**src/rtl/mfa_pkg.sv**
```systemverilog
// Shared types and default constants for the symbol scheduler and its FIFO.
package mfa_pkg;

   typedef enum logic [2:0] {
      IDLE      = 3'd0,
      RUN       = 3'd1,
      DRAIN     = 3'd2,
      WAIT_CORE = 3'd3,
      FINISH    = 3'd4
   } state_e;

   typedef logic [1:0] symbol_t;

   localparam int DEF_FIFO_DEPTH   = 8;
   localparam int DEF_ISSUE_GAP    = 2;
   localparam int DEF_DRAIN_CYCLES = 64;

endpackage

```
**src/rtl/sym_fifo.sv**
```systemverilog
// Symbol buffer between the upstream stream and the issue logic.
// Pointers wrap naturally because DEPTH is a power of two; flush wins over push/pop.
module sym_fifo
   import mfa_pkg::*;
#(
   parameter int DEPTH = DEF_FIFO_DEPTH
)
(
   input  logic       CLK,
   input  logic       RST,
   input  logic       push,
   input  logic       pop,
   input  logic       flush,
   input  logic [1:0] wdata,
   output logic [1:0] rdata,
   output logic       full,
   output logic       empty
);

   localparam int AW = $clog2(DEPTH);
   localparam logic [AW:0] FULL_CNT = (AW+1)'(DEPTH);

   symbol_t       mem_q [DEPTH];
   logic [AW-1:0] wr_ptr_q, wr_ptr_d;
   logic [AW-1:0] rd_ptr_q, rd_ptr_d;
   logic [AW:0]   count_q, count_d;
   logic          do_push_s, do_pop_s;

   assign full      = (count_q == FULL_CNT);
   assign empty     = (count_q == {(AW+1){1'b0}});
   assign do_push_s = push & ~full;
   assign do_pop_s  = pop & ~empty;
   assign rdata     = mem_q[rd_ptr_q];

   // Pointer and occupancy next-state.
   always_comb begin
      wr_ptr_d = wr_ptr_q;
      rd_ptr_d = rd_ptr_q;
      count_d  = count_q;
      if (flush) begin
         wr_ptr_d = {AW{1'b0}};
         rd_ptr_d = {AW{1'b0}};
         count_d  = {(AW+1){1'b0}};
      end else begin
         if (do_push_s) begin
            wr_ptr_d = wr_ptr_q + 1'b1;
         end else begin
            wr_ptr_d = wr_ptr_q;
         end
         if (do_pop_s) begin
            rd_ptr_d = rd_ptr_q + 1'b1;
         end else begin
            rd_ptr_d = rd_ptr_q;
         end
         case ({do_push_s, do_pop_s})
            2'b10:   count_d = count_q + 1'b1;
            2'b01:   count_d = count_q - 1'b1;
            default: count_d = count_q;
         endcase
      end
   end

   // Pointer and occupancy registers.
   always_ff @(posedge CLK or posedge RST) begin
      if (RST) begin
         wr_ptr_q <= {AW{1'b0}};
         rd_ptr_q <= {AW{1'b0}};
         count_q  <= {(AW+1){1'b0}};
      end else begin
         wr_ptr_q <= wr_ptr_d;
         rd_ptr_q <= rd_ptr_d;
         count_q  <= count_d;
      end
   end

   // Storage; contents are don't-care once the pointers are cleared.
   always_ff @(posedge CLK) begin
      if (do_push_s && !flush) begin
         mem_q[wr_ptr_q] <= wdata;
      end
   end

endmodule

```
**src/rtl/symbol_scheduler.sv**
```systemverilog
// Buffers upstream symbols and issues them to the matching core at a fixed
// pace, then drains with BC_mode low and waits for the core to report done.
module symbol_scheduler
   import mfa_pkg::*;
#(
   parameter int FIFO_DEPTH   = DEF_FIFO_DEPTH,
   parameter int ISSUE_GAP    = DEF_ISSUE_GAP,
   parameter int DRAIN_CYCLES = DEF_DRAIN_CYCLES
)
(
   input  logic        CLK,
   input  logic        RST,
   input  logic        start,
   input  logic [15:0] seq_len,
   input  logic [1:0]  in_symbol,
   input  logic        in_valid,
   output logic        in_ready,
   output logic [1:0]  core_symbol,
   output logic        core_BC_mode,
   input  logic        core_done,
   output logic        busy,
   output logic        done,
   output logic [15:0] symbols_issued
);

   localparam int GAP_W = (ISSUE_GAP > 1) ? $clog2(ISSUE_GAP) : 1;
   localparam int DRN_W = (DRAIN_CYCLES > 1) ? $clog2(DRAIN_CYCLES) : 1;
   localparam logic [GAP_W-1:0] GAP_LAST = GAP_W'(ISSUE_GAP - 1);
   localparam logic [DRN_W-1:0] DRN_LAST = DRN_W'(DRAIN_CYCLES - 1);

   state_e           state_q, state_d;
   logic [15:0]      len_q, len_d;
   logic [15:0]      issued_q, issued_d;
   logic [GAP_W-1:0] gap_q, gap_d;
   logic [DRN_W-1:0] drain_q, drain_d;
   symbol_t          sym_q, sym_d;
   logic             bc_q, bc_d;
   logic             done_q, done_d;
   logic             busy_q, busy_d;
   logic             live_q;
   logic             push_s, pop_s, flush_s;
   logic             fifo_full_s, fifo_empty_s;
   logic [1:0]       fifo_rdata_s;

   // live_q keeps in_ready low until the first edge after reset release.
   assign in_ready = live_q & ~fifo_full_s & ((state_q == IDLE) | (state_q == RUN));
   assign push_s   = in_valid & in_ready;
   assign pop_s    = (state_q == RUN) && (gap_q == {GAP_W{1'b0}}) &&
                     (issued_q < len_q) && !fifo_empty_s;
   assign flush_s  = (state_q == FINISH);

   assign core_symbol    = sym_q;
   assign core_BC_mode   = bc_q;
   assign busy           = busy_q;
   assign done           = done_q;
   assign symbols_issued = issued_q;

   sym_fifo #(.DEPTH(FIFO_DEPTH)) u_fifo (
      .CLK   (CLK),
      .RST   (RST),
      .push  (push_s),
      .pop   (pop_s),
      .flush (flush_s),
      .wdata (in_symbol),
      .rdata (fifo_rdata_s),
      .full  (fifo_full_s),
      .empty (fifo_empty_s)
   );

   // Next-state and sequencing counters; an empty FIFO freezes the gap counter at zero.
   always_comb begin
      state_d  = state_q;
      len_d    = len_q;
      issued_d = issued_q;
      gap_d    = gap_q;
      drain_d  = drain_q;
      case (state_q)
         IDLE: begin
            if (start) begin
               len_d    = seq_len;
               issued_d = 16'd0;
               gap_d    = {GAP_W{1'b0}};
               if (seq_len == 16'd0) begin
                  state_d = DRAIN;
                  drain_d = DRN_LAST;
               end else begin
                  state_d = RUN;
               end
            end else begin
               state_d = IDLE;
            end
         end
         RUN: begin
            if (gap_q != {GAP_W{1'b0}}) begin
               gap_d = gap_q - 1'b1;
            end else if (issued_q >= len_q) begin
               state_d = DRAIN;
               drain_d = DRN_LAST;
            end else if (pop_s) begin
               gap_d    = GAP_LAST;
               issued_d = (issued_q < len_q) ? issued_q + 16'd1 : len_q;
            end else begin
               gap_d = gap_q;
            end
         end
         DRAIN: begin
            if (drain_q == {DRN_W{1'b0}}) begin
               state_d = WAIT_CORE;
            end else begin
               drain_d = drain_q - 1'b1;
            end
         end
         WAIT_CORE: begin
            if (core_done) begin
               state_d = FINISH;
            end else begin
               state_d = WAIT_CORE;
            end
         end
         FINISH:  state_d = IDLE;
         default: state_d = IDLE;
      endcase
   end

   // Output next-values, decoded from the upcoming state so outputs stay registered.
   always_comb begin
      bc_d   = (state_d == RUN);
      done_d = (state_d == FINISH);
      busy_d = (state_d != IDLE);
      if (pop_s) begin
         sym_d = fifo_rdata_s;
      end else if (state_d == DRAIN) begin
         sym_d = 2'b00;
      end else begin
         sym_d = sym_q;
      end
   end

   // State, counter and output registers.
   always_ff @(posedge CLK or posedge RST) begin
      if (RST) begin
         state_q  <= IDLE;
         len_q    <= 16'd0;
         issued_q <= 16'd0;
         gap_q    <= {GAP_W{1'b0}};
         drain_q  <= {DRN_W{1'b0}};
         sym_q    <= 2'b00;
         bc_q     <= 1'b0;
         done_q   <= 1'b0;
         busy_q   <= 1'b0;
         live_q   <= 1'b0;
      end else begin
         state_q  <= state_d;
         len_q    <= len_d;
         issued_q <= issued_d;
         gap_q    <= gap_d;
         drain_q  <= drain_d;
         sym_q    <= sym_d;
         bc_q     <= bc_d;
         done_q   <= done_d;
         busy_q   <= busy_d;
         live_q   <= 1'b1;
      end
   end

endmodule

```
**config.mk**
```make
export PLATFORM = sky130hd
export DESIGN_NAME = symbol_scheduler
export DESIGN_NICKNAME = d
export VERILOG_FILES = /design/src/rtl/mfa_pkg.sv /design/src/rtl/sym_fifo.sv /design/src/rtl/symbol_scheduler.sv
export SDC_FILE = /design/constraint.sdc
export NUM_CORES = 1
export LEC_CHECK = 0
export BUFFER_PORTS_ARGS = -buffer_cell sky130_fd_sc_hd__clkbuf_2
export CAP_MARGIN = 30
export CORE_MARGIN = 4
export CORE_UTILIZATION = 53
export CTS_CLUSTER_SIZE = 16
export DETAILED_ROUTE_END_ITERATION = 10
export PLACE_DENSITY = 0.76
export SKIP_LAST_GASP = 1
export SLEW_MARGIN = 20
export SYNTH_ARGS = -nofsm -noshare
export SYNTH_HDL_FRONTEND = slang
export SYNTH_SLANG_ARGS = --single-unit
```
**constraint.sdc**
```tcl
create_clock -name CLK -period 2.7 [get_ports CLK]
set_input_delay 0.27 -clock CLK [delete_from_list [all_inputs] [get_ports CLK]]
set_output_delay 0.27 -clock CLK [all_outputs]
set_load 0.01 [all_outputs]
```
# After elaboration in Yosys (flattened, before gate mapping)
# Memories as Yosys holds them, arrays and structs flattened.
# Cells that the tools add are included.
classes:
  add_sub_neg: 7
  order_cmp: 2
  eq_ne: 17
  muxes: 34
  n_bitwise: 9
  reduce_logical: 21
op_table:
  columns: ["operator", "n"]
  rows:
  - ["$mux W16", 5]
  - ["$pmux W16 S2", 1]
  - ["$mux W6", 5]
  - ["$mux W3", 9]
  - ["$pmux W6 S3", 1]
  - ["$add A16 B1 Y16 const B", 1]
  - ["$ge A16 B16 Y1", 1]
  - ["$logic_not A16 Y1", 1]
  - ["$lt A16 B16 Y1", 1]
  - ["$pmux W3 S4", 1]
  - ["$eq A3 B2 Y1 const B", 3]
  - ["$reduce_bool A3 Y1", 3]
  - ["$ne A2 B2 Y1 const B", 4]
  - ["$pmux W4 S2", 1]
  - ["$reduce_bool A2 Y1", 4]
  - ["$add A3 B1 Y3 const B", 2]
  - ["$eq A3 B1 Y1 const B", 2]
  - ["$eq A3 B3 Y1 const B", 2]
  - ["$logic_not A6 Y1", 1]
  - ["$mux W1", 6]
  - ["$mux W2", 3]
  - ["$ne A2 B1 Y1 const B", 3]
  - ["$reduce_and A6 Y1", 1]
  - ["$sub A6 B1 Y6 const B", 1]
  - ["17 further kinds", 28]
word_totals:
  reg_bits: 58
  ramBits: 16
  in_bits: 23
  out_inout_bits: 22
  elab_cells: 104
  n_memories: 1
memory_table:
  columns: ["memory", "words", "word_bits", "rd", "rd_ports_with_merged_regs", "write_ports", "line_no", "rtl"]
  rows:
  - ["u_fifo.mem_q", 8, 2, 1, 0, 1, "sym_fifo.sv:23", "symbol_t mem_q [DEPTH];"]

# Longest topological paths before layout
# Gate-level depths: netlist of the first run.
depth:
  ltp_word: 9
  ltp_mapped: 13
  ltp_nobuf: 13

# Hierarchy
# From an unflattened synthesis of the first run, not the netlist that was laid out.
hier_totals:
  cells_unflattened: 415
  hier_area_um2: 4157.7
by_module_without_submodules:
  columns: ["mod", "instances", "cells_each", "area_per_inst_um2", "seq_area_each_um2"]
  rows:
  - ["symbol_scheduler", 1, 315, 2839.0, 1201.2]
  - ["sym_fifo", 1, 100, 1318.8, 730.7]

# Worst setup path after synthesis of the first run
# Ideal clock, no wire load.
synth_path:
  path_type: "register to register"
  from: "register issued_q[15] (netlist: symbols_issued[15])"
  to: "register u_fifo.count_q[3]"
  setup_ps: 87
  arrival_time_ps: 2961
  required_ps: 2613
  path_slack_ps: -348
  path_stages_with_launch: 13
  n_path_buf: 0
  synth_period_minus_slack_ps: 3048
  path_cell_list: "dfrtp_1 > ha_1 > nand4_1 > or4_4 > a21o_1 > nand4_2 > nor2_1 > ha_1 > a21o_1 > a21oi_1 > nand3_1 > o22a_1 > o211ai_1"
synth_between:
  elab_chain_len: 7
  elab_cells_between_ends: 9
  classes_between: "order compare: 1; eq/ne: 2; mux: 2; bitwise: 1; reduce/logical: 3"
synth_rtl:
  columns: ["element", "line_no", "rtl"]
  rows:
  - ["start: declaration", "symbol_scheduler.sv:33", "logic [15:0] issued_q, issued_d;"]
  - ["start signal: assignment", "symbol_scheduler.sv:155", "issued_q <= issued_d;"]
  - ["$lt A16 B16 Y1 (*)", "symbol_scheduler.sv:49", "(issued_q < len_q) && !fifo_empty_s;"]
  - ["$logic_and A1 B1 Y1 (*)", "symbol_scheduler.sv:48", "assign pop_s = (state_q == RUN) && (gap_q == {GAP_W{1'b0}}) &&"]
  - ["$logic_and A1 B1 Y1 (*)", "symbol_scheduler.sv:49", null]
  - ["$and A1 B1 Y1 (*)", "sym_fifo.sv:32", "assign do_pop_s = pop & ~empty;"]
  - ["$eq A2 B1 Y1 or $eq A2 B2 Y1 (tied branches)", "sym_fifo.sv:55", "case ({do_push_s, do_pop_s})"]
  - ["$pmux W4 S2", "sym_fifo.sv:55", null]
  - ["$mux W4", "sym_fifo.sv:40", "if (flush) begin"]
  - ["end signal: assignment", "sym_fifo.sv:68", "count_q <= {(AW+1){1'b0}};"]
  - ["end signal: assignment", "sym_fifo.sv:72", "count_q <= count_d;"]
  - ["end: declaration", "sym_fifo.sv:26", "logic [AW:0] count_q, count_d;"]
# Mark *: on every way between the ends. The rest lies on a longest branch, timed or not.
# A chain may end at the register's enable or synchronous reset.

# Worst setup path after layout of the first run
layout_path:
  from: "register len_q[11]"
  to: "register u_fifo.count_q[3]"
layout_between:
  elab_chain_len: 7
  elab_cells_between_ends: 9
  classes_between: "order compare: 1; eq/ne: 2; mux: 2; bitwise: 1; reduce/logical: 3"
layout_rtl:
  columns: ["element", "line_no", "rtl"]
  rows:
  - ["start: declaration", "symbol_scheduler.sv:32", "logic [15:0] len_q, len_d;"]
  - ["start signal: assignment", "symbol_scheduler.sv:154", "len_q <= len_d;"]
  - ["$lt A16 B16 Y1 (*)", "symbol_scheduler.sv:49", null]
  - ["$logic_and A1 B1 Y1 (*)", "symbol_scheduler.sv:48", null]
  - ["$logic_and A1 B1 Y1 (*)", "symbol_scheduler.sv:49", null]
  - ["$and A1 B1 Y1 (*)", "sym_fifo.sv:32", null]
  - ["$eq A2 B1 Y1 or $eq A2 B2 Y1 (tied branches)", "sym_fifo.sv:55", null]
  - ["$pmux W4 S2", "sym_fifo.sv:55", null]
  - ["$mux W4", "sym_fifo.sv:40", null]
# Marked as above.

==> results.md, run 1 <==
- DP Wirelength: ~7400 µm
- Skew final: approximately 0.013 ns
- Ports: 45
- Initial Util: 0.558
- Leading area contributor after synthesis: dfrtp_1
- Hold_ws: approximately 0.13 ns
- CTS Root Cell: clkbuf_8
- Via-per-instance ratio: 5.76
- RSZ-0062 raised after global routing: yes
- Worst vdd ir: 538 µV
- Synthesized area: 0.00414 mm²
- Worst slew pin tran: between 0.5 and 0.6 ns
- Lkg Pwr: 2.27 nW
- Area growth, synth to finish: 23.3%
- Clk buf depth: 2
- Final cell count without fillers: approximately 610
- CTS buffer count: 9
- EDFF count, synth: 16
- Min Tclk post-route: between 2 and 3 ns
- Routed vias: approximately 3500
- Gr ovfl total: 0
- Core area: about 0.0074 mm²
- Unique cell type count in the Yosys netlist: 65
- Fmax: 0.350 GHz
- Switching Share: 0.416
- Most common cell after layout, fill and taps aside: dfrtp_1
- Ys flop type: dfrtp_1
- Std-Cell Rows: 31
- Die Height: about 96 µm
- Vias in the first global route: between 3000 and 4000
- Synth top area share: 0.351
- Syn Inst Count: between 400 and 500
- Setup CP Type: reg2reg
- Antenna violations before repair: 0
- Slowest cell on crit path: dfrtp_1
- Worst setup SP type: register
- Final worst slack: -0.160 ns
- CTS sink cnt: 74
- Flop pwr share: 0.323
- Synth top area cells: dfrtp_1, edfxtp_1, ha_1
- NumNets Final: around 550
- Clk network pwr share: 0.149
- Largest net degree at the start of global routing: 44
- Number of placed instances, taps included: 583
- Initial drt markers: just over 200
- Max-slew violations: 0
- WL per Instance: approximately 16 µm
- Fin crit share: 1.06
- Tot Pwr: approximately 5.5 mW
- Drt drc: 0
- Share of cells above drive strength 1: 0.298
- H-tree depth: 3
- YS warnings: 0
- Outcome: finished with violations
- Comb power frac: 0.529
- Seq cells post-synth: 74
- TritonRoute pass-1 iters: 5
- HP Class: in2reg
- Clock transition at path regs: around 0.08 ns
- Routed WL: ~10000 µm
- Commonest cells after routing, fill and taps aside: dfrtp_1, nand2_1, buf_4
- Sequential-to-total area share from yosys stat: 0.467
- Failing checks: negative setup slack
- Port buffer count: 44
- Critical Path Sink Type: register
- Pwr/cell area: between 1000 and 1500 mW/mm²
- TritonCTS clock tree: done
- Syn Nets: between 400 and 500
- Max-cap violations: 0
- Hold Vio Cnt, Final: 0
- Clk_lat worst skew: between 0.3 and 0.4 ns
- Worst rel slew slack: 0.614
- N_diodes: 0
- Synth async-reset ratio: 0.784
- Critical Path AT: 3.09 ns
- Critical Path Max Stage Delay: about 0.37 ns
- First-pass GRT wire length: between 15000 and 20000 µm
- Final core utilization: 0.688
- Crit-path cells: inv_1 -> ha_4 -> buf_4 -> a21oi_1 -> nor2_1 -> a311oi_2 -> buf_4 -> nand4_4 -> nor2_4 -> ha_4 -> a21o_1 -> a21oi_2 -> nand3_1 -> o211ai_1 -> o211ai_1
- Setup TNS: -0.404 ns
- Final GP Congestion: ~0.83
- Die W: 96.3 µm
- Final setup fails: 3
- P_sw: 2.27 mW
- Total Routing Usage GR: 0.230
- Antenna-violating nets left: 0
- DIE AREA: 0.00928 mm²
- Synth Area per Inst: 10.1 µm²
- Int Pwr: roughly 3.2 mW
- Crit path max fanout: 3
- Worst EP required: ~2.9 ns
## metrics by stage
stage | worst slack, ns | cell area, µm²
6_report | -0.160 | 5100
5_1_grt | -0.303 | 5100
4_1_cts | -0.0939 | 5010
3_5_place_dp | -0.127 | 4780
3_3_place_gp | -0.0322 | 4780
2_1_floorplan | -0.154 | 4190
## sequential cells by signal, indices dropped and copies added, names as in the netlist, 2 cells and up
name / count
symbols_issued: 16
u_fifo.mem_q: 16
core_symbol: 2
len_q: 16
drain_q: 6
u_fifo.rd_ptr_q: 3
u_fifo.count_q: 4
u_fifo.wr_ptr_q: 3
state_q: 3
## what timing repair did
item,CTS,global route
setup endpoints to repair,3,17
resized for setup,4,9
setup buffers,1,4
pin swaps,2,13
hold buffers,1,0
hold endpoints to repair,25,0
## cell type report
class / instances / area, µm²
Fill cell: 587 / 2310
Clock inverter: 7 / 60.1
Sequential cell: 74 / 1940
Clock buffer: 9 / 124
Timing Repair Buffer: 94 / 618
Multi-Input combinational cell: 293 / 2130
Tap cell: 99 / 124
Inverter: 29 / 109
## routing by layer
metal / vias up / global-route usage / share of wire
met4: 0 / 0.0864 / 0.021
met3: 24 / 0.0594 / 0.051
met2: 106 / 0.374 / 0.49
li1: 1673 / - / -
met5: - / 0 / 0
met1: 1683 / 0.296 / 0.44
## worst paths after layout
kind / slack, ns / start / cells after the start / endpoint
worst min-delay path: 0.13 / seq_len[10] / 3 / len_q[10]
max in group asynchronous: 1.61 / RST / 4 / u_fifo.wr_ptr_q[0]
worst max-delay path: -0.16 / len_q[11] / 15 / u_fifo.count_q[3]
worst max register to register: -0.16 / len_q[11] / 15 / u_fifo.count_q[3]
min in group asynchronous: 0.50 / RST / 3 / len_q[6]
worst min register to register: 0.49 / drain_q[5] / 1 / drain_q[5]
## synth_stat cells (5+ instances only)
cell type,number
o22ai_1,5
buf_6,5
dfrtp_1,58
and3_1,5
nor3_1,10
mux2i_1,8
nand4_1,8
ha_1,23
nand3_1,15
nor2_1,28
inv_1,29
a21oi_1,13
edfxtp_1,16
clkbuf_1,6
and2_1,5
nand2_1,51
o21ai_0,30
nor4_1,8
## worst max-delay path: cells and delay by family, from the launching register on
kind                       cells  cell delay, ns
and+or+nand+nor                4            0.45
adders and majority gates      2            0.44
DFF                            1            0.37
buffers and inverters          3            0.45
AOI/OAI and AO/OA              6            1.05
## power by group through the flow
stage	combinational, mW	clock [mW]	sequential, mW
after CTS	2.73	0.832	1.76
after floorplan	1.90	0	1.77
after detailed placement	2.69	0	1.78
after global routing	3.18	0.879	1.81
final	2.88	0.811	1.76
after global placement	2.59	0	1.75
## kinds of logic after synthesis
| logic type | count (synthesis) | synth area share |
|---|---|---|
| other | 1 | 0.000907 |
| xor gates and xnor gates | 5 | 0.0106 |
| DFF | 74 | 0.467 |
| muxes | 17 | 0.0547 |
| buffers and inverters | 44 | 0.0523 |
| and+or+nand+nor | 160 | 0.204 |
| adders and majority gates | 24 | 0.0744 |
| AOI/OAI and AO/OA | 86 | 0.136 |
Note: power is estimated with default switching activity, not from simulation.
==> run 2, diff against run 1 <==
--- a/config.mk
+++ b/config.mk
@@ -16,4 +16,5 @@
 export SLEW_MARGIN = 20
 export SYNTH_ARGS = -nofsm -noshare
 export SYNTH_HDL_FRONTEND = slang
+export SYNTH_HIERARCHICAL = 1
 export SYNTH_SLANG_ARGS = --single-unit
==> run 2 against run 1 <==
The run still ends with negative setup slack left; synthesized cell count is 0.97% higher; wire length rose by 1.8%; sequential power about the same; critical path type unchanged; global-route usage up 0.22 points; sequential share of layout area shrank 1.5 points; worst hold slack better by 0.011 ns; non-clock buffer count rose by 11.
==> results.md, run 2 <==
- Synth Area in Simple Gates: 0.201 (-0.00345)
- Lkg Pwr: 2.39 nW (+5.3%)
- YS warnings: 6 (+6)
- WL per Instance: 16.1 µm (-1.5%)
- Max-slew violations: 0 (unchanged)
- Reg-to-Reg End: u_fifo/count_q[3]
- EDFF count, synth: 16 (unchanged)
- Synth Area per Inst: 10.0 µm² (-0.45%)
- Hold depth: 3 (unchanged)
- CTS sink cnt: 74 (unchanged)
- Antenna violations before repair: 0 (unchanged)
- H-tree depth: 3 (unchanged)
- Fmax: 0.345 GHz (-1.3%)
- Post-route cell area: 0.00532 mm² (+4.3%)
- Routed vias: 3583 (+2.8%)
- CTS buffer count: 9 (unchanged)
- Share of cells above drive strength 1: 0.344 (+0.0457)
- Min Tclk post-route: 2.90 ns (+0.0379 ns)
- Std-Cell Rows: 32 (+3.2%)
- Final GP Congestion: 0.890 (+7.2%)
- Area after DPL: 0.00498 mm² (+4.2%)
- Most common cell after layout, fill and taps aside: buf_4
- Clock transition at path regs: 0.08 ns (about the same)
- Ys flop type: dfrtp_1
- Initial Util: 0.541 (-0.0175)
- Post-synth top cells: dfrtp_1, nand2_1, nor2_1
- Reg-to-reg slack, setup: -0.20 ns (-0.04 ns)
- Routed WL: 10100 µm (+1.8%)
- Clk buf depth: 2 (unchanged)
- Initial drt markers: 118 (-42%)
- Crit path max fanout: 3 (unchanged)
- Synth async-reset ratio: 0.784 (unchanged)
- Worst EP required: 2.96 ns (+0.03 ns)
- DIE AREA: 0.00933 mm² (+0.47%)
- Outcome: finished with violations
- Reg2Reg Depth: 13 (-2)
- Clk_lat worst skew: 0.36 ns (about the same)
- Via-per-instance ratio: 5.73 (-0.51%)
- Sequential-to-total area share from yosys stat: 0.465 (-0.00239)
- Synthesized area: 0.00416 mm² (+0.51%)
- Hold Vio Cnt, Final: 0 (unchanged)
- Critical Path Sink Type: register
- HP Class: in2reg
- Failing checks: negative setup slack
- Drt drc: 0 (unchanged)
- Total Routing Usage GR: 0.233 (+0.00218)
- Worst vdd ir: 688 µV (+28%)
- Worst setup SP type: register
- Hold path endpoint: len_q[8]
- Synth top area share: 0.349 (-0.00180)
- Synth top area cells: dfrtp_1, edfxtp_1, ha_1
- Fin crit share: 1.07 (+0.0140)
- Syn Inst Count: 415 (+0.97%)
- TritonRoute pass-1 iters: 4 (-1)
- Seq cells post-synth: 74 (unchanged)
- TritonCTS clock tree: done
- Final setup fails: 2 (-1)
- Die W: 96.6 µm (+0.23%)
- Unique cell type count in the Yosys netlist: 66 (+1.5%)
- DP Wirelength: 7470 µm (+0.99%)
- Largest net degree at the start of global routing: 35 (-20%)
- N_diodes: 0 (unchanged)
- Gr ovfl total: 0 (unchanged)
- NumNets Final: 565 (+3.1%)
- Mux cell area share after synthesis: 0.0488 (-0.00600)
- Area growth, synth to finish: 27.9%
- Xor-xnor portion of the synthesized cell area: 0.0126 (+0.00205)
- Leading area contributor after synthesis: dfrtp_1
- Post-Synth Adder-Cell Area: 0.0740 (-0.000381)
- Final worst slack: -0.198 ns (-0.0379 ns)
- Fillers: 605 (+3.1%)
- Hold Crit Start: seq_len[8]
- Port buffer count: 44 (unchanged)
- Commonest cells after routing, fill and taps aside: buf_4, dfrtp_1, clkbuf_2
- Largest family of logic cells by synthesized area: simple AND/OR/NAND/NOR gates
- Reg2reg start: symbols_issued[6]
- Synth Area in Compound Gates: 0.154 (+0.0186)
- Most common cell in the netlist: dfrtp_1
- Syn Nets: 462 (+0.87%)
- Worst rel slew slack: 0.505 (-0.109)
- RSZ-0062 raised after global routing: yes
- Worst slew pin tran: 0.741 ns (+0.163 ns)
- Setup CP Type: reg2reg
- Critical Path AT: 3.16 ns (+0.07 ns)
- Final core utilization: 0.692 (+0.00333)
- First-pass GRT wire length: 16500 µm (+0.68%)
- Antenna-violating nets left: 0 (unchanged)
- Skew final: 0.0143 ns (+0.00118 ns)
- Pwr/cell area: 1120 mW/mm² (+4.4%)
- Core area: 0.00769 mm² (+3.8%)
- Ports: 45 (unchanged)
- Max-cap violations: 0 (unchanged)
- CTS Root Cell: clkbuf_8
- Die Height: 96.6 µm (+0.23%)
- Vias in the first global route: 3592 (+2.8%)
-- run 2: cell count changes in the layout (fill, tap and decap cells not counted), moves of 5 or more --
cell,previous run,this run
buf_4,46,60
nor2_1,27,35
o22ai_1,5,0
nand2_1,51,41
-- run 2: worst max-delay path by stage --
stage	from	endpoint	slack, ns	cells past startpoint
2_1_floorplan	symbols_issued[8]	u_fifo/count_q[3]	-0.40	13
3_3_place_gp	symbols_issued[9]	u_fifo/count_q[3]	-0.21	13
3_5_place_dp	len_q[7]	u_fifo/count_q[3]	-0.30	14
4_1_cts	symbols_issued[7]	u_fifo/count_q[3]	-0.19	13
5_1_grt	symbols_issued[7]	u_fifo/count_q[3]	-0.27	13
6_report	symbols_issued[6]	u_fifo/count_q[3]	-0.20	13
-- run 2: cell families after synthesis --
kind of cell | count (synthesis)
buffers and inverters | 42
xor gates and xnor gates | 6
AOI/OAI and AO/OA | 91
DFF | 74
and+or+nand+nor | 162
muxes | 15
other | 1
adders and majority gates | 24
-- run 2: cell type report --
type	count	area, µm²	area share
inverters	29	109	0.0205
clock buffers	10	128	0.0240
multi-input cells	299	2290	0.430
flip-flops and latches	74	1940	0.365
clock inverters	6	43.8	0.00824
repair buffers	105	681	0.128
well taps	102	128	0.0240
-- run 2: per-layer routing --
layer	wire length [µm]	track usage	up-vias
met4	195	0.0970	0
met5	0	0	-
met3	581	0.0488	25
met1	4270	0.292	1717
met2	5040	0.390	120
li1	-	-	1721
-- run 2: through the flow --
stage	cells	setup TNS [ns]	power (mW)	hold WS, ns	worst slack (ns)
floorplan	415	-0.445	3.75	0.110	-0.398
global placement	602	-0.228	4.65	0.275	-0.206
detailed placement	602	-0.397	4.80	0.279	-0.304
CTS	624	-0.209	5.76	0.137	-0.191
global route	625	-0.462	6.39	0.141	-0.272
finish	625	-0.237	5.94	0.142	-0.198
-- run 2: critical path, cell delays in order, from the launching register on --
cell and delay [ns]:
dfrtp_2 0.43, ha_4 0.28, nand2_4 0.05, or4_4 0.54, a21o_1 0.19, nand3_2 0.08, inv_2 0.06, o41ai_4 0.06
a21oi_4 0.08, ha_4 0.25, a21oi_4 0.14, nand2_2 0.08, or4b_4 0.48, o311ai_2 0.07
-- run 2: timing repair --
item | 4_1_cts | 5_1_grt
endpoints found under the hold margin | 10 | 0
setup endpoints to repair | 3 | 3
hold buffers | 1 | 0
gates resized for setup | 9 | 13
pin swaps | 8 | 4
setup buffers | 6 | 1
-- run 2: power breakdown --
| group | internal [mW] | switching [mW] |
|---|---|---|
| Sequential | 1.49 | 0.255 |
| Combinational | 1.66 | 1.76 |
| Clock | 0.333 | 0.441 |
==> run 3, diff against run 2 <==
--- a/config.mk
+++ b/config.mk
@@ -7,14 +7,13 @@
 export LEC_CHECK = 0
 export BUFFER_PORTS_ARGS = -buffer_cell sky130_fd_sc_hd__clkbuf_2
 export CAP_MARGIN = 30
+export CORE_ASPECT_RATIO = 2
 export CORE_MARGIN = 4
 export CORE_UTILIZATION = 53
 export CTS_CLUSTER_SIZE = 16
 export DETAILED_ROUTE_END_ITERATION = 10
 export PLACE_DENSITY = 0.76
-export SKIP_LAST_GASP = 1
 export SLEW_MARGIN = 20
 export SYNTH_ARGS = -nofsm -noshare
 export SYNTH_HDL_FRONTEND = slang
-export SYNTH_HIERARCHICAL = 1
 export SYNTH_SLANG_ARGS = --single-unit
==> run 3 against run 2 <==
Critical path depth is 1 higher; sequential power about the same; worst hold slack improved by 0.017 ns; utilization fell by 0.070 points; combinational power decreased by 9.6%; critical endpoint is now u_fifo.count_q[3]; count of clock-buffer cells in the layout grew 3; die area rose by 0.45%; first-iteration DRC count rose by 140%; the flow still finishes with violations (negative setup slack); register-to-register slack better by 0.14 ns; clock power rose by 51%; wire length is 5.1% higher.
==> results.md, run 3 (synthesis gave the netlist of run 1 again) <==
- Outcome: finished with violations
- Failing checks: negative setup slack
- Skew final: 0.00641 ns (-0.00791 ns)
- Critical Path Sink Type: register
- Crit path buf inv count: 2 (+1)
- DP Wirelength: 7750 µm (+3.8%)
- Die W: 70.5 µm (-27%)
- Commonest cells after routing, fill and taps aside: buf_4, dfrtp_1, nand2_1
- Hold depth: 3 (unchanged)
- Die Height: 133 µm (+38%)
- Register area: 0.00194 mm² (-0.26%)
- Worst setup SP type: register
- Setup CP Type: reg2reg
- Grt met1 use: 0.235 (-0.0571)
- HP Class: in2reg
- Share of cells above drive strength 1: 0.309 (-0.0348)
- Most common cell after layout, fill and taps aside: buf_4
- Hold path endpoint: len_q[6]
- Fin crit share: 1.02 (-0.0529)
- Layer with the highest usage: met2
- Max-slew violations: 0 (unchanged)
- Area growth, synth to finish: 27.0%
- N_diodes: 0 (unchanged)
- Critical Path Max Stage Delay: 0.36 ns (-0.18 ns)
- Clock transition at path regs: 0.06 ns (-0.02 ns)
- Crit path max fanout: 3 (unchanged)
- Hold_ws: 0.160 ns (+0.0172 ns)
- Met3 usage: 0.0426 (-0.00621)
- Via-per-instance ratio: 5.98 (+4.3%)
- WL per Instance: 17.4 µm (+8.1%)
- Clk buf depth: 2 (unchanged)
- H-tree depth: 3 (unchanged)
- Reg2reg start: len_q[15]
- Fillers: 560 (-7.4%)
- RSZ-0062 raised after global routing: yes
- DP Worst Slack: -0.119 ns (+0.185 ns)
- First-pass GRT wire length: 17000 µm (+2.8%)
- CTS Root Cell: clkbuf_16
- Final GP Congestion: 0.934 (+4.9%)
- Fmax: 0.363 GHz (+5.2%)
- Pwr/cell area: 1150 mW/mm² (+2.7%)
- Clk_lat worst skew: 0.34 ns (-0.02 ns)
- Worst vdd ir: 619 µV (-9.9%)
- CTS buffer count: 9 (unchanged)
- Reg-to-reg slack, setup: -0.06 ns (+0.14 ns)
- GRT met2 Usage: 0.419 (+0.0294)
- TritonCTS clock tree: done
- Worst rel slew slack: 0.610 (+0.105)
- Hold Crit Start: seq_len[6]
- Delay-heaviest family, CP: compound AO/OA/AOI/OAI gates
- Critical Path AT: 2.97 ns (-0.19 ns)
- Antenna-violating nets left: 0 (unchanged)
- Hold Vio Cnt, Final: 0 (unchanged)
- Gr ovfl total: 0 (unchanged)
- Worst slew pin tran: 0.580 ns (-0.161 ns)
- Lkg Pwr: 2.37 nW (-1.1%)
- Max-cap violations: 0 (unchanged)
- Vias in the first global route: 3632 (+1.1%)
- Routed WL: 10600 µm (+5.1%)
- Port buffer count: 44 (unchanged)
- Crit-path cells: inv_1 -> ha_4 -> buf_4 -> nand2_1 -> a2bb2oi_1 -> o21a_4 -> nand4_4 -> nor2_4 -> ha_4 -> a21o_1 -> a21oi_2 -> nand3_2 -> o211ai_1 -> o211ai_1
- Antenna violations before repair: 0 (unchanged)
- Ports: 45 (unchanged)
- Reg2Reg Depth: 14 (+1)
- Total Routing Usage GR: 0.233 (+0.000335)
- TritonRoute pass-1 iters: 5 (+1)
- Std-Cell Rows: 45 (+41%)
- Slowest cell on crit path: dfrtp_1
- DIE AREA: 0.00937 mm² (+0.45%)
- Area of the multi-input gates: 0.00213 mm² (-7.1%)
- Worst EP required: 2.91 ns (-0.05 ns)
- Largest net degree at the start of global routing: 59 (+69%)
- Initial Util: 0.544 (+0.00334)
- Core area: 0.00760 mm² (-1.1%)
- NumNets Final: 556 (-1.6%)
- Final setup fails: 1 (-1)
- Reg-to-Reg End: u_fifo.count_q[3]
- Min Tclk post-route: 2.76 ns (-0.143 ns)
- CTS sink cnt: 74 (unchanged)
- Initial drt markers: 283 (+140%)
- Final worst slack: -0.0552 ns (+0.143 ns)
- Drt drc: 0 (unchanged)
- Routed vias: 3637 (+1.5%)
-- run 3: area by class of cell --
cell class | instances | share of cell area
Inverter | 29 | 0.0207
Clock inverter | 3 | 0.00738
Sequential cell | 74 | 0.369
Tap cell | 94 | 0.0224
Clock buffer | 13 | 0.0476
Timing Repair Buffer | 102 | 0.128
Multi-Input combinational cell | 293 | 0.405
-- run 3: power by group --
part           switching [mW]  internal (mW)
Sequential              0.280           1.49
Clock                   0.430          0.736
Combinational            1.63           1.46
-- run 3: per-stage QoR --
step | TNS (ns) | util | power (mW) | instances | cell area (µm²)
after floorplan | -0.154 | - | 3.67 | 411 | 4190
after global placement | -0.0546 | 0.632 | 4.52 | 582 | 4800
after detailed placement | -0.119 | 0.632 | 4.63 | 582 | 4800
after CTS | -0.0831 | 0.677 | 5.86 | 601 | 5140
after global routing | -0.400 | 0.691 | 6.46 | 608 | 5250
final | -0.0552 | 0.691 | 6.03 | 608 | 5250
-- run 3: worst min-delay path, delay by kind of cell --
family	cells	cell delay (ns)
AO/OA/AOI/OAI	1	0.06
buffers and inverters	1	0.09
AND/OR/NAND/NOR	1	0.04
-- run 3: what timing repair did --
| action | 4_1_cts | 5_1_grt |
|---|---|---|
| gates resized for setup | 4 | 12 |
| setup endpoints to repair | 3 | 24 |
| hold endpoints to repair | 58 | 0 |
| buffers inserted | 2 | 7 |
| pin swaps | 9 | 17 |
| hold buffers | 1 | 0 |
-- run 3: worst max-delay path by stage --
stage / slack [ns] / to / from / cells after the start
finish: -0.06 / u_fifo.count_q[3] / len_q[15] / 14
detailed placement: -0.12 / u_fifo.count_q[3] / len_q[14] / 13
CTS: -0.08 / u_fifo.count_q[3] / symbols_issued[15] / 12
floorplan: -0.15 / u_fifo.count_q[3] / symbols_issued[11] / 12
global route: -0.25 / u_fifo.count_q[3] / len_q[15] / 14
global placement: -0.05 / u_fifo.count_q[3] / symbols_issued[13] / 12
-- run 3: metal layers --
metal  routed length, µm  vias up
li1                    -     1691
met1                3600     1771
met2                5960      129
met3                 446       46
met4                 603        0
met5                   0        -
